`src/rtl/alu_seq_param.sv`:
```
// Sequential ALU: 1-cycle add/sub, radix-2 Booth multiply, restoring unsigned divide, one shared FSM.
// Latency: done at edge 2 (add/sub, div-by-zero) or WIDTH+2 (mul/div); start ignored while an op is in flight.
// Optional ALU_SEQ_REMAINDER_EN: drive the remainder on result_hi for div (otherwise result_hi=0 for div).
module alu_seq_param #(
    parameter int WIDTH = 8
) (
    input  logic             clk,
    input  logic             reset,
    input  logic             start,
    input  logic [1:0]       opcode,
    input  logic [WIDTH-1:0] inbus_a,
    input  logic [WIDTH-1:0] inbus_b,
    output logic [WIDTH-1:0] result_lo,
    output logic [WIDTH-1:0] result_hi,
    output logic             busy,
    output logic             done,
    output logic             ovf,
    output logic             dbz
);
    localparam int CW = $clog2(WIDTH) + 1;

    typedef enum logic [2:0] {IDLE, ADDSUB, MUL, DIV, FIN} state_t;

    state_t           state;
    logic [1:0]       opr;
    logic [WIDTH:0]   acc;      // Booth accumulator (one guard bit) / divider remainder
    logic [WIDTH-1:0] qreg;     // operand A, Booth Q, or dividend/quotient
    logic [WIDTH-1:0] breg;     // operand B
    logic             q_m1;
    logic [CW-1:0]    cnt;
    logic             ovf_as;

    logic [WIDTH-1:0] b_eff;
    logic [WIDTH-1:0] as_sum;
    logic             as_ovf;
    logic [WIDTH:0]   m_ext;
    logic [WIDTH:0]   booth_sum;
    logic [WIDTH:0]   div_shift;
    logic [WIDTH:0]   div_diff;
    logic             div_ge;
    logic [WIDTH:0]   prod_top;
    logic             mul_ovf;

    always_comb begin
        b_eff     = opr[0] ? ~breg : breg;
        as_sum    = qreg + b_eff + {{(WIDTH-1){1'b0}}, opr[0]};
        as_ovf    = (qreg[WIDTH-1] == b_eff[WIDTH-1]) && (as_sum[WIDTH-1] != qreg[WIDTH-1]);
        m_ext     = {breg[WIDTH-1], breg};
        booth_sum = acc;
        case ({qreg[0], q_m1})
            2'b01:   booth_sum = acc + m_ext;
            2'b10:   booth_sum = acc - m_ext;
            default: booth_sum = acc;
        endcase
        div_shift = {acc[WIDTH-1:0], qreg[WIDTH-1]};
        div_diff  = div_shift - {1'b0, breg};
        div_ge    = div_shift >= {1'b0, breg};
        // product[2W-1:W-1] must be all-equal for the product to fit in WIDTH signed bits
        prod_top  = {acc[WIDTH-1:0], qreg[WIDTH-1]};
        mul_ovf   = !((&prod_top) || !(|prod_top));
    end

    always_ff @(posedge clk) begin
        if (reset) begin
            state     <= IDLE;
            opr       <= 2'b00;
            acc       <= '0;
            qreg      <= '0;
            breg      <= '0;
            q_m1      <= 1'b0;
            cnt       <= '0;
            ovf_as    <= 1'b0;
            result_lo <= '0;
            result_hi <= '0;
            busy      <= 1'b0;
            done      <= 1'b0;
            ovf       <= 1'b0;
            dbz       <= 1'b0;
        end else begin
            done <= 1'b0;
            case (state)
                IDLE: begin
                    if (start) begin
                        opr  <= opcode;
                        qreg <= inbus_a;
                        breg <= inbus_b;
                        acc  <= '0;
                        q_m1 <= 1'b0;
                        cnt  <= '0;
                        case (opcode)
                            2'b10:   state <= MUL;
                            2'b11:   state <= DIV;
                            default: state <= ADDSUB;
                        endcase
                    end
                end
                ADDSUB: begin
                    busy   <= 1'b1;
                    acc    <= {1'b0, as_sum};
                    ovf_as <= as_ovf;
                    state  <= FIN;
                end
                MUL: begin
                    busy <= 1'b1;
                    if (cnt == CW'(WIDTH)) begin
                        state <= FIN;
                    end else begin
                        acc  <= {booth_sum[WIDTH], booth_sum[WIDTH:1]};
                        qreg <= {booth_sum[0], qreg[WIDTH-1:1]};
                        q_m1 <= qreg[0];
                        cnt  <= cnt + 1'b1;
                    end
                end
                DIV: begin
                    busy <= 1'b1;
                    if (breg == '0 || cnt == CW'(WIDTH)) begin
                        state <= FIN;
                    end else begin
                        acc  <= div_ge ? {1'b0, div_diff[WIDTH-1:0]} : {1'b0, div_shift[WIDTH-1:0]};
                        qreg <= {qreg[WIDTH-2:0], div_ge};
                        cnt  <= cnt + 1'b1;
                    end
                end
                FIN: begin
                    busy  <= 1'b0;
                    done  <= 1'b1;
                    state <= IDLE;
                    case (opr)
                        2'b10: begin
                            result_lo <= qreg;
                            result_hi <= acc[WIDTH-1:0];
                            ovf       <= mul_ovf;
                            dbz       <= 1'b0;
                        end
                        2'b11: begin
                            result_lo <= (breg == '0) ? '1 : qreg;
`ifdef ALU_SEQ_REMAINDER_EN
                            // on divide-by-zero qreg still holds the untouched dividend
                            result_hi <= (breg == '0) ? qreg : acc[WIDTH-1:0];
`else
                            result_hi <= '0;
`endif
                            ovf       <= 1'b0;
                            dbz       <= (breg == '0);
                        end
                        default: begin
                            result_lo <= acc[WIDTH-1:0];
                            result_hi <= '0;
                            ovf       <= ovf_as;
                            dbz       <= 1'b0;
                        end
                    endcase
                end
                default: state <= IDLE;
            endcase
        end
    end
endmodule

```
`config.mk`:
```
export PLATFORM = sky130hd
export DESIGN_NAME = alu_seq_param
export DESIGN_NICKNAME = d
export VERILOG_FILES = /design/src/rtl/alu_seq_param.sv
export SDC_FILE = /design/constraint.sdc
export NUM_CORES = 1
export LEC_CHECK = 0
export CORE_ASPECT_RATIO = 0.75
export CORE_MARGIN = 4
export CORE_UTILIZATION = 45
export CTS_BUF_LIST = sky130_fd_sc_hd__clkbuf_8
export DETAILED_ROUTE_END_ITERATION = 7
export DONT_BUFFER_PORTS = 1
export SLEW_MARGIN = 20
export SYNTH_ARGS = -nofsm -noshare
export SYNTH_HDL_FRONTEND = slang
export SYNTH_SLANG_ARGS = --single-unit
```
`constraint.sdc`:
```
create_clock -name clk -period 3.8 [get_ports clk]
set_input_delay 0.38 -clock clk [delete_from_list [all_inputs] [get_ports clk]]
set_output_delay 0.38 -clock clk [all_outputs]
set_load 0.005 [all_outputs]
```
After elaboration in Yosys (flattened, before gate mapping). Index checks and enable logic that the tools add are counted.

Bits in latches: 0. Output and inout port bits: 20. Memory bits (read-only): 0. Flip-flop bits (word level): 56. Input bits: 21. Memories kept: 0. Bits in writable memories: 0.

Reduce and logical (&&, ||, !) cells: 19. Magnitude comparators: 1. Equality and inequality tests: 18. Div/mod/pow operators: 0. Multipliers: 0. $add $sub $neg: 6. Bitwise operators: 1. Shifts and indexed selects: 0. Mux-type cells: 30.

Operators with widths (number): 2-to-1 mux 8 bit (7); case mux 9 bit (4 select lines) (1); 2-to-1 mux 9 bit (3); case mux 8 bit (3 select lines) (1); case mux 9 bit (2 select lines) (1); case mux 8 bit (2 select lines) (1); 2-to-1 mux 4 bit (3); case mux 3 bit (4 select lines) (1); case mux 4 bit (3 select lines) (1); == test 2 bit, second input constant (5); != test 2 bit, second input constant (5); adder 9 bit (1); greater-or-equal comparator 9 x 8 -> 1 bit (1); 2-to-1 mux 3 bit (3); AND reduction 9 bit (1); OR reduction 9 bit (1); subtractor 9 bit (1); adder 8 x 1 -> 8 bit (1); adder 8 bit (1); logical NOT 8 bit (1); NOT 8 bit (1); AND reduction 4 bit (2); subtractor 8 bit (1); == test 3 x 2 -> 1 bit, second input constant (2); 20 further kinds (29).

Logic depth before layout (Yosys ltp).
Word-level depth: 6. Gate-level depth with buffers: 14. Gate-level depth less buffers: 14.

Least setup slack after synthesis. Ideal clock, no wire load.

Path kind: register to register. From: reg breg[1]. To: reg acc[7]. Data arrival time: 2.792 ns. Library setup time: 0.120 ns. Stages on the path, launching flop included: 15. Buffers on the path: 0. Clock period less this slack: 2.912 ns. Slack: 0.888 ns. Cells stage by stage: dfxtp_1 -> inv_1 -> ha_1 -> or4b_4 -> nor2_1 -> nor2_1 -> xnor2_1 -> ha_1 -> nand2_1 -> a211o_1 -> a21o_1 -> a21oi_2 -> xnor2_1 -> nor2_1 -> o31a_1.

Cells in the longest elaborated chain, start to end: 5.

Ends and longest elaborated chain: start, declared (RTL line 28) `logic [WIDTH-1:0] breg;`; start signal, assigned (RTL line 86) `breg <= inbus_b;`; NOT 8 bit (RTL line 45) `b_eff = opr[0] ? ~breg : breg;`; 2-to-1 mux 8 bit (RTL line 45); adder 8 bit (RTL line 46) `as_sum = qreg + b_eff + {{(WIDTH-1){1'b0}}, opr[0]};`; adder 8 x 1 -> 8 bit (RTL line 46); case mux 9 bit (4 select lines) (RTL line 81) `case (state)`; end signal, assigned (RTL line 99) `acc <= {1'b0, as_sum};`; end signal, assigned (RTL line 108) `acc <= {booth_sum[WIDTH], booth_sum[WIDTH:1]};`; end signal, assigned (RTL line 119) `acc <= div_ge ? {1'b0, div_diff[WIDTH-1:0]} : {1'b0, div_shift[WIDTH-1:0]};`; end, declared (RTL line 26) `logic [WIDTH:0] acc;`.

Parallel ways exist; a longest one is shown, timed or not. The select of a mux whose other input is x is not followed. A chain may end at the register's enable or synchronous reset.

Worst setup path in the final report. Ends and elaborated chain as after synthesis.

==> results_dict.tcl <==
set metrics [dict create \
    cts_hold_buffers 0 \
    yosys_warnings 0 \
    ys_seq_area_share_pct 27.6 \
    dr.first_iter.drc_count 317 \
    outcome "finished clean" \
    synth_top_cell_by_area "dfxtp_1" \
    reg2reg_depth 14 \
    r2r-start "breg[1]$_SDFFE_PP0P_" \
    hold_viol 0 \
    r2r_slack_ns 0.66 \
    final_common_cell "nor2_1" \
    ir_drop_v 0.000313 \
    rr_endpoint "acc[7]$_SDFFE_PP0P_" \
    met3_usage_pct 4.45 \
    combPwrFrac_pct 60.9 \
    cp_top_family "simple AND/OR/NAND/NOR gates" \
    final_cell_mix "68 x nor2_1, 56 x dfxtp_1, 49 x a21oi_1" \
    required_ns 4.00 \
    synthCells 507 \
    clock-sinks 56 \
    syn2layout_area_growth_pct 2.65 \
    internal_power_mw 1.68 \
    path_cells "inv_1 -> ha_1 -> or4b_4 -> nor2_1 -> nor2_1 -> xnor2_1 -> ha_1 -> nand2_1 -> a211o_1 -> a21o_1 -> a21oi_2 -> xnor2_1 -> nor2_1 -> o31a_1" \
    overflow 0 \
    clock_latency_ns 0.32 \
    synth_compound_area_share_pct 22.7 \
    power.density_nw_per_um2 771 \
    vias 3526 \
    max_clock_freq_mhz 318 \
    whs_path_depth 1 \
    crit_top_cell "nor2_1" \
    pwr-share-clk_pct 10.6 \
    final-setup-viol-count 0 \
    fp.coreArea_um2 8640 \
    path_buf_inv 1 \
    fillCellCount 852 \
    synth_top_family_by_area "compound AO/OA/AOI/OAI gates" \
    tightest_slew_ns 0.740 \
    worstSetupPathType "flip-flop to flip-flop" \
    synth-simple-area-share_pct 19.8 \
    dp_cells 591 \
    drt_first_pass_iters 5 \
    switching_power_mw 1.53 \
    io_buffers 0 \
    layout.cells.non_filler 598 \
    die-area_um2 10600 \
    synth_flop_cell "dfxtp_1" \
    tritoncts "built" \
    min_path_type "input pin to flip-flop" \
    rsz0062_at_grt "false" \
    synth_xor_area_share_pct 6.90 \
    fin_tns_setup_ns 0 \
    grt_pass1_vias 3159 \
    drc 0 \
    cts_resized 0 \
    dpl.hpwl_mm 8.04 \
    fin_crit_sh_pct 82.7 \
    path_clk_slew_ns 0.10 \
    async_flop_share_pct 0 \
    grt_usage_pct 20.0 \
    cts_setup_buffers 0 \
    cp_slowest_cell "or4b_4" \
    rows 29 \
    avgRoutedWirePerCell_um 17.8 \
    grt_antenna_before_repair 0 \
    htreeDepth 2 \
    synth.distinct_cells 65 \
    min_from "reset" \
    p_leak_nw 1.56 \
    slowest_delay_ns 0.52 \
    dieWidth_um 118 \
    maxCapViolCount 0 \
    skew_ns 0.0138 \
    grt_pass1_wl_mm 17.2 \
    slew_headroom_pct 50.7 \
    end_kind "flip-flop" \
    num_antenna_cells 0 \
    io_pins 41 \
    cts_root_buf "clkbuf_8" \
    grt.met1_usage_pct 31.3 \
    synth-edff-count 0 \
    cp-start-kind "flip-flop" \
    holdPathEnd "done$_SDFF_PP0_" \
    slew_viol_final 0 \
    viasPerCell 5.90 \
    place.gp.congestion 0.875 \
    die_h_um 90.3 \
    synth-seq-cells 56 \
    synthTopCellsByArea "dfxtp_1 28%, ha_1 8.0%, mux2i_1 6.4%, nor2_1 6.3%, a21oi_1 6.0%" \
    num-nets-final 540 \
    sw_frac_of_total_pct 47.6 \
    cts_made_buffers 5 \
    post-route-min-period_ns 3.14 \
    initial_core_util_pct 47.1 \
    routed_wl_mm 10.7 \
    crit_fanout 5 \
    postRouteAntennaNets 0 \
    synth-adder-area-share_pct 9.73 \
    seq_power_share_pct 28.6 \
    cp_data_arrival_time_ns 3.34 \
    synth_top_area_share_pct 27.6 \
    grt.busiest_layer "met1" \
    synthMuxAreaShare_pct 6.96 \
    cts_max_path_buffers 2 \
    synth_area_um2 4060 \
    syn_area_per_cell_um2 8.02 \
    final_layout_size_suffix_gt1_share_pct 6.12 \
    grt_max_degree 53 \
    grtUsageMet2_pct 27.7 \
    synth_nets 557 \
]
==> final cells by class <==
| cell class | instances | area, µm² | area share [%] |
|---|---|---|---|
| Clock inverter | 1 | 8.76 | 0.210 |
| Inverter | 27 | 101 | 2.43 |
| Tap cell | 108 | 135 | 3.24 |
| Timing Repair Buffer | 5 | 37.5 | 0.900 |
| Sequential cell | 56 | 1120 | 26.9 |
| Clock buffer | 6 | 82.6 | 1.98 |
| Multi-Input combinational cell | 395 | 2690 | 64.4 |
==> worst max-delay path by stage <==
stage	from	to	slack (ns)	cells past startpoint
after floorplan	breg[1]$_SDFFE_PP0P_	acc[7]$_SDFFE_PP0P_	0.89	14
after CTS	breg[1]$_SDFFE_PP0P_	acc[7]$_SDFFE_PP0P_	0.67	14
after global placement	breg[1]$_SDFFE_PP0P_	acc[7]$_SDFFE_PP0P_	0.73	14
after global routing	breg[1]$_SDFFE_PP0P_	acc[7]$_SDFFE_PP0P_	0.50	14
after detailed placement	breg[1]$_SDFFE_PP0P_	acc[7]$_SDFFE_PP0P_	0.68	14
final	breg[1]$_SDFFE_PP0P_	acc[7]$_SDFFE_PP0P_	0.66	14
==> per-stage QoR <==
step | setup slack (ns) | utilization (%) | power (mW) | hold slack, ns | cell area (µm²)
5_1_grt | 0.502 | 48.3 | 3.49 | 0.0966 | 4170
3_3_place_gp | 0.729 | 47.2 | 2.84 | 0.440 | 4080
4_1_cts | 0.666 | 48.3 | 3.20 | 0.113 | 4170
6_report | 0.659 | 48.3 | 3.22 | 0.122 | 4170
3_5_place_dp | 0.680 | 47.2 | 2.86 | 0.453 | 4080
2_1_floorplan | 0.888 | - | 2.44 | 0.431 | 4060
==> cells in the mapped netlist (all sizes together) (6+ instances only) <==
| cell type | number |
|---|---|
| a22o | 8 |
| ha | 26 |
| nor2 | 68 |
| xor2 | 12 |
| nand2 | 46 |
| o22ai | 6 |
| inv | 27 |
| a21oi | 50 |
| clkbuf | 15 |
| buf | 14 |
| nor3 | 7 |
| o21a | 6 |
| nor2b | 6 |
| nand3 | 10 |
| dfxtp | 56 |
| xnor2 | 20 |
| a211oi | 15 |
| o21ai | 21 |
| mux2i | 26 |
==> layer usage <==
layer  up-vias  routed length [µm]
met2       142                4310
met1      1605                5270
li1       1765                   -
met4         0                 150
met5         -                   0
met3        14                 934
==> kinds of logic after synthesis <==
group	count (synthesis)
xor+xnor	32
compound gates	137
fa+ha+maj	30
flops	56
mux	28
buf+inv	56
simple gates	168
==> power groups by stage <==
| stage | sequential [mW] | combinational [mW] | clock (mW) |
|---|---|---|---|
| after global placement | 0.924 | 1.91 | 0 |
| after global routing | 0.938 | 2.18 | 0.375 |
| after floorplan | 0.799 | 1.65 | 0 |
| after detailed placement | 0.930 | 1.93 | 0 |
| final | 0.919 | 1.96 | 0.340 |
| after CTS | 0.916 | 1.94 | 0.351 |
==> flip-flops by register name (all words and copies together), names as in the netlist <==
| name | cells |
|---|---|
| qreg | 8 |
| ovf | 1 |
| state | 3 |
| result_lo | 8 |
| dbz | 1 |
| breg | 8 |
| acc | 9 |
| q_m1 | 1 |
| done | 1 |
| busy | 1 |
| ovf_as | 1 |
| cnt | 4 |
| result_hi | 8 |
| opr | 2 |
Note: power is estimated with default switching activity, not from simulation.
